`src/rtl/wb_pkg.sv`:
```
// wb_pkg: shared widths, the zero-register index and the data type for the write-back stage
package wb_pkg;
  localparam int DATA_W_DEF = 64;
  localparam int REG_AW_DEF = 5;
  localparam int XZR_IDX = 31;
  typedef logic [DATA_W_DEF-1:0] wb_data_t;
endpackage

```
`src/rtl/wb_if.sv`:
```
// wb_if: write-back bus; master drives stall/rd_in/mem_data/alu_result/mem_to_reg/reg_write_in, slave drives wr_data/wr_reg/wr_en
interface wb_if
  import wb_pkg::*;
#(
  parameter int DATA_W = DATA_W_DEF,
  parameter int REG_AW = REG_AW_DEF
);
  logic stall;
  logic [REG_AW-1:0] rd_in;
  logic [DATA_W-1:0] mem_data;
  logic [DATA_W-1:0] alu_result;
  logic mem_to_reg;
  logic reg_write_in;
  logic [DATA_W-1:0] wr_data;
  logic [REG_AW-1:0] wr_reg;
  logic wr_en;
  modport master (
    output stall, rd_in, mem_data, alu_result, mem_to_reg, reg_write_in,
    input wr_data, wr_reg, wr_en
  );
  modport slave (
    input stall, rd_in, mem_data, alu_result, mem_to_reg, reg_write_in,
    output wr_data, wr_reg, wr_en
  );
endinterface

```
`src/rtl/wb_mux.sv`:
```
// wb_mux: combinational 2:1 select; sel=1 picks mem_data, sel=0 picks alu_result, output y
module wb_mux
  import wb_pkg::*;
#(
  parameter int DATA_W = DATA_W_DEF
) (
  input  logic              sel,
  input  logic [DATA_W-1:0] mem_data,
  input  logic [DATA_W-1:0] alu_result,
  output logic [DATA_W-1:0] y
);
  always_comb y = sel ? mem_data : alu_result;
endmodule

```
`src/rtl/write_back.sv`:
```
// write_back: registered write-back stage (clk, rst sync active-high, bus: wb_if.slave); WB_ZERO_REG_SUPPRESS_EN drops wr_en for writes to register 31
module write_back
  import wb_pkg::*;
#(
  parameter int DATA_W = DATA_W_DEF,
  parameter int REG_AW = REG_AW_DEF
) (
  input logic clk,
  input logic rst,
  wb_if.slave bus
);
  logic [DATA_W-1:0] sel_data;
  logic we;
  wb_mux #(.DATA_W(DATA_W)) u_mux (
    .sel(bus.mem_to_reg),
    .mem_data(bus.mem_data),
    .alu_result(bus.alu_result),
    .y(sel_data)
  );
`ifdef WB_ZERO_REG_SUPPRESS_EN
  always_comb we = bus.reg_write_in && (bus.rd_in != REG_AW'(XZR_IDX));
`else
  always_comb we = bus.reg_write_in;
`endif
  always_ff @(posedge clk)
    if (rst) begin
      bus.wr_data <= '0;
      bus.wr_reg <= '0;
      bus.wr_en <= 1'b0;
    end else if (!bus.stall) begin
      bus.wr_data <= sel_data;
      bus.wr_reg <= bus.rd_in;
      bus.wr_en <= we;
    end
endmodule

```
`src/flat_wrapper.sv`:
```
// flat-port wrapper written by rule: the top's interface ports become plain ports
module write_back_flat import wb_pkg::*;
#(
  parameter int DATA_W = DATA_W_DEF,
  parameter int REG_AW = REG_AW_DEF
)
  (clk, rst, bus_stall, bus_rd_in, bus_mem_data, bus_alu_result, bus_mem_to_reg, bus_reg_write_in, bus_wr_data, bus_wr_reg, bus_wr_en);
  wb_if #(.DATA_W(DATA_W), .REG_AW(REG_AW)) bus_i ();
  input logic clk;
  input logic rst;
  input wire logic [$bits(bus_i.stall)-1:0] bus_stall;
  input wire logic [$bits(bus_i.rd_in)-1:0] bus_rd_in;
  input wire logic [$bits(bus_i.mem_data)-1:0] bus_mem_data;
  input wire logic [$bits(bus_i.alu_result)-1:0] bus_alu_result;
  input wire logic [$bits(bus_i.mem_to_reg)-1:0] bus_mem_to_reg;
  input wire logic [$bits(bus_i.reg_write_in)-1:0] bus_reg_write_in;
  output wire logic [$bits(bus_i.wr_data)-1:0] bus_wr_data;
  output wire logic [$bits(bus_i.wr_reg)-1:0] bus_wr_reg;
  output wire logic [$bits(bus_i.wr_en)-1:0] bus_wr_en;
  assign bus_i.stall = bus_stall;
  assign bus_i.rd_in = bus_rd_in;
  assign bus_i.mem_data = bus_mem_data;
  assign bus_i.alu_result = bus_alu_result;
  assign bus_i.mem_to_reg = bus_mem_to_reg;
  assign bus_i.reg_write_in = bus_reg_write_in;
  assign bus_wr_data = bus_i.wr_data;
  assign bus_wr_reg = bus_i.wr_reg;
  assign bus_wr_en = bus_i.wr_en;
  write_back #(.DATA_W(DATA_W), .REG_AW(REG_AW)) u_core (.clk(clk), .rst(rst), .bus(bus_i));
endmodule
```
`config.mk`:
```
export PLATFORM = sky130hd
export DESIGN_NAME = write_back_flat
export DESIGN_NICKNAME = d
export VERILOG_FILES = /design/src/rtl/wb_pkg.sv /design/src/rtl/wb_if.sv /design/src/rtl/wb_mux.sv /design/src/rtl/write_back.sv /design/src/flat_wrapper.sv
export SDC_FILE = /design/constraint.sdc
export NUM_CORES = 1
export LEC_CHECK = 0
export ABC_AREA = 1
export CAP_MARGIN = 10
export CORE_MARGIN = 2
export CORE_UTILIZATION = 33
export CTS_CLUSTER_DIAMETER = 30
export CTS_CLUSTER_SIZE = 12
export DETAILED_ROUTE_END_ITERATION = 6
export GPL_TIMING_DRIVEN = 0
export HOLD_SLACK_MARGIN = 0.1
export PLACE_DENSITY = 0.72
export SETUP_SLACK_MARGIN = 0.1
export SLEW_MARGIN = 40
export SYNTH_ARGS = -nofsm -noshare
export SYNTH_HDL_FRONTEND = slang
export SYNTH_SLANG_ARGS = --single-unit
```
`constraint.sdc`:
```
create_clock -name clk -period 1.1 [get_ports clk]
set_input_delay 0.22 -clock clk [delete_from_list [all_inputs] [get_ports clk]]
set_output_delay 0.22 -clock clk [all_outputs]
set_load 0.02 [all_outputs]
```
# [Yosys cells after proc, flatten, opt, wreduce, memory -nomap -nowiden]
# Index checks and enable logic that the tools add are counted.
# Widths: inputs -> output; s select.
[totals] register_bits=70 input_bits=138 output_inout_bits=70 word_cells=4
[classes] n_mux=1
[ops] cell="$mux 64" n=1

# [Longest topological paths before layout]
[logic_depth] word_depth=1 ltp_mapped=6 ltp_nobuf=4

# [Cells and area by module]
# Synthesis repeated with hierarchy kept, for this count alone.
[hier_totals] hier_cells=650 area_unflattened_um2=3712.3
[modules_own_cells] module="write_back" n_inst=1 cells_each=444 area_per_inst_um2=2867.8 seq_area_each_um2=1401.3
[modules_own_cells] module="wb_mux" n_inst=1 cells_each=206 area_per_inst_um2=844.6 seq_area_each_um2=0.0

# [Least setup slack after synthesis]
# Ideal clock, no wire load.
[synth_path] path_type="input -> register" startpoint="input bus_mem_to_reg" endpoint="register u_core.bus.wr_data[42]" setup_ns=0.117 arrival_time_ns=0.744 required_time_ns=0.983 path_slack_ns=0.238 cell_stages=5 path_buffers=2 cell_sequence="buf_2 -> buf_2 -> nor2_1 -> nor2_1 -> nor2_1"
[synth_via] elab_chain_cells=1
[synth_lines] item="start: declaration" line="flat_wrapper.sv:15" source="input wire logic [$bits(bus_i.mem_to_reg)-1:0] bus_mem_to_reg;"
[synth_lines] item="$mux 64" line="wb_mux.sv:12" source="always_comb y = sel ? mem_data : alu_result;"
[synth_lines] item="end signal: assignment" line="write_back.sv:31" source="bus.wr_data <= sel_data;"
[synth_lines] item="end: declaration" line="wb_if.sv:23" source="output wr_data, wr_reg, wr_en"
# Every way passes these cells.
# A chain may end at the register's enable or synchronous reset.

# [Worst setup path after layout]
[layout_path] startpoint="register u_core.bus.wr_data[25]" endpoint="output bus_wr_data[25]"
[layout_rtl] item="end: declaration" line="flat_wrapper.sv:17" source="output wire logic [$bits(bus_i.wr_data)-1:0] bus_wr_data;"
# No word-level cell between the ends.

==> run summary <==
status: complete, no violations
Final Power: 7.07 mW
critical path's slowest cell: dfxtp_2
#FFs+latches synth: 70
Port Buffer Count: 206
Net Count, Synth: 711
WL final: 11.5 mm
vias per cell: 4.37
H-tree levels: 3
I/O Pins: 208
CTS Buffer Depth: 2
CP max FO: 2
Placer Congestion: 0.821
Leak: 3.01 nW
number of setup violations in the final report: 0
HP Class: input pin to register
buffers and inverters on the worst path: 1
reg2reg start: u_core.bus.wr_data[44]$_SDFFE_PP0N_
sequential fraction of the synthesis area: 0.406
Congestion Overflow GR: 0
number of CTS-inserted buffers: 9
via count: 4,066
Post-Syn Area: 0.00345 mm2
Clock Tree Root: clkbuf_8
Worst-path clk slew: 80 ps
final setup margin: 75.4 ps
pre-CTS worst setup slack: -637 ps
FF-to-FF End: u_core.bus.wr_data[44]$_SDFFE_PP0N_
crit path launch type: register
period utilization: 0.931
Critical Path Stages: 1
hold_ws: 328 ps
post-route cell area: 0.00613 mm2
DRT iter0 DRCs: 149
Die ar.: 0.0113 mm2
CTS tree: yes
flop2flop setup slack: 400 ps
Tot GR Track Use: 0.203
first-pass GRT wire length: 18.5 mm
Final Hold Viols: 0
Routed WL per cell: 12.4 um
share of layout cells above drive strength 1: 0.243
Starting Density: 0.337
Clock Sinks: 70
Period minus WS final: 1020 ps
Critical Path Max Stage Delay: 350 ps
Max Clk Rate: 976 MHz
Critical Path End Type: primary output
CP Class: register to primary output
critical path arrival: 800 ps
Reg2Reg Depth: 2
headroom to the max-slew limit: 0.767
Worst EP required: 880 ps
Worst path top cell family by delay: flip-flops
Die X: 106 um
Area Growth Syn to Fin: 77.8%
Final TNS setup: 0 ps
DRC violation count after routing: 0
MaxCap Viol Count: 0
HPWL Detailed: 8.68 mm
Synth cell types: 10
VDD IR max: 0.754 mV
Max Slew Vio Count: 0
core area: 0.0102 mm2
max reg flops: 64
vias in the first global route: 3,949
Diodes inserted: 0
clock skew: 0 ps
unrepaired setup endpoints after global routing: true
postcts setup bufs: 0
Yosys top cell area share: 0.406
Avg Cell Area, Syn: 6.02 um2
final net count: 928
biggest area consumer among synthesized cells: dfxtp_1
Worst Hold End: u_core.bus.wr_data[4]$_SDFFE_PP0N_
initial antenna violation count: 0
Initial DRT Pass Iterations: 4
largest net degree at the start of global routing: 13
Synth Instances: 573
Site Rows: 37
synth top area cells: dfxtp_1 41%, nor2_1 22%, nand2_1 14%, o21ai_0 9.6%, inv_1 7.1%
cells along the critical path: buf_6
min-delay src: bus_mem_to_reg
Chip Height: 106 um
hold path cells: 5
Synth Warn #: 0
antenna-violating nets left: 0
Worst-Skew Late Latency: 330 ps
Worst Max-Slew Pin Slew: 349 ps
Area after DPL: 0.00568 mm2
PD cells: 1150 mW/mm2
## synth_stat cells, drive strengths merged
cell type	instances
nor2	204
nand2	128
dfxtp	70
o21ai	70
inv	66
buf	22
clkbuf	13
## power by group
group	total [mW]	internal (mW)	switching, mW
registers	2.89	2.76	0.128
logic	1.86	1.03	0.837
clock network	2.32	1.33	0.985
## routing by layer
layer | routed length (um) | vias up | global-route usage
li1 | - | 2128 | -
met1 | 4890 | 1754 | 0.239
met5 | 0 | - | 0
met3 | 954 | 25 | 0.0613
met4 | 279 | 0 | 0.0771
met2 | 5410 | 159 | 0.347
## layout make-up
cell class / instances / area, um2
Fill cell: 971 / 4100
Tap cell: 136 / 170
Timing Repair Buffer: 206 / 2150
Buffer: 35 / 248
Clock inverter: 6 / 85.1
Clock buffer: 10 / 138
Multi-Input combinational cell: 402 / 1600
Inverter: 66 / 255
Sequential cell: 70 / 1490
## through the flow
stage          instances   util
2_1_floorplan        573      -
3_3_place_gp         915  0.555
3_5_place_dp         915  0.555
4_1_cts              931  0.597
5_1_grt              931  0.599
6_report             931  0.599
## what timing repair did
action,4_1_cts,5_1_grt
setup endpoints to repair,140,124
gates resized for setup,509,21
hold buffers,0,0
## cells in the final DEF (no fill, tap or decap), types with 10 or more instances in the layout
cell	n
o21ai_0	66
clkdlybuf4s50_1	135
inv_1	64
clkbuf_8	10
nand2_1	128
buf_6	77
buf_2	15
dfxtp_2	70
nor2_1	204
## kinds of logic after synthesis
logic type / Yosys count / share of synthesized area
AOI/OAI and AO/OA: 70 / 0.102
buffers and inverters: 101 / 0.131
DFF: 70 / 0.406
and+or+nand+nor: 332 / 0.361
## worst reg2reg max path: stages (launching register included)
cell	delay, ps
dfxtp_2	330
o21ai_0	190
nor2_1	80
## worst max-delay path by stage
stage / from / slack (ps) / to
2_1_floorplan: bus_mem_to_reg / 240 / u_core.bus.wr_data[42]$_SDFFE_PP0N_
3_3_place_gp: bus_stall / -610 / u_core.bus.wr_data[56]$_SDFFE_PP0N_
3_5_place_dp: bus_stall / -640 / u_core.bus.wr_data[56]$_SDFFE_PP0N_
4_1_cts: u_core.bus.wr_data[57]$_SDFFE_PP0N_ / 60 / bus_wr_data[57]
5_1_grt: u_core.bus.wr_data[25]$_SDFFE_PP0N_ / 30 / bus_wr_data[25]
6_report: u_core.bus.wr_data[25]$_SDFFE_PP0N_ / 80 / bus_wr_data[25]
(Power assumes the default switching activity.)
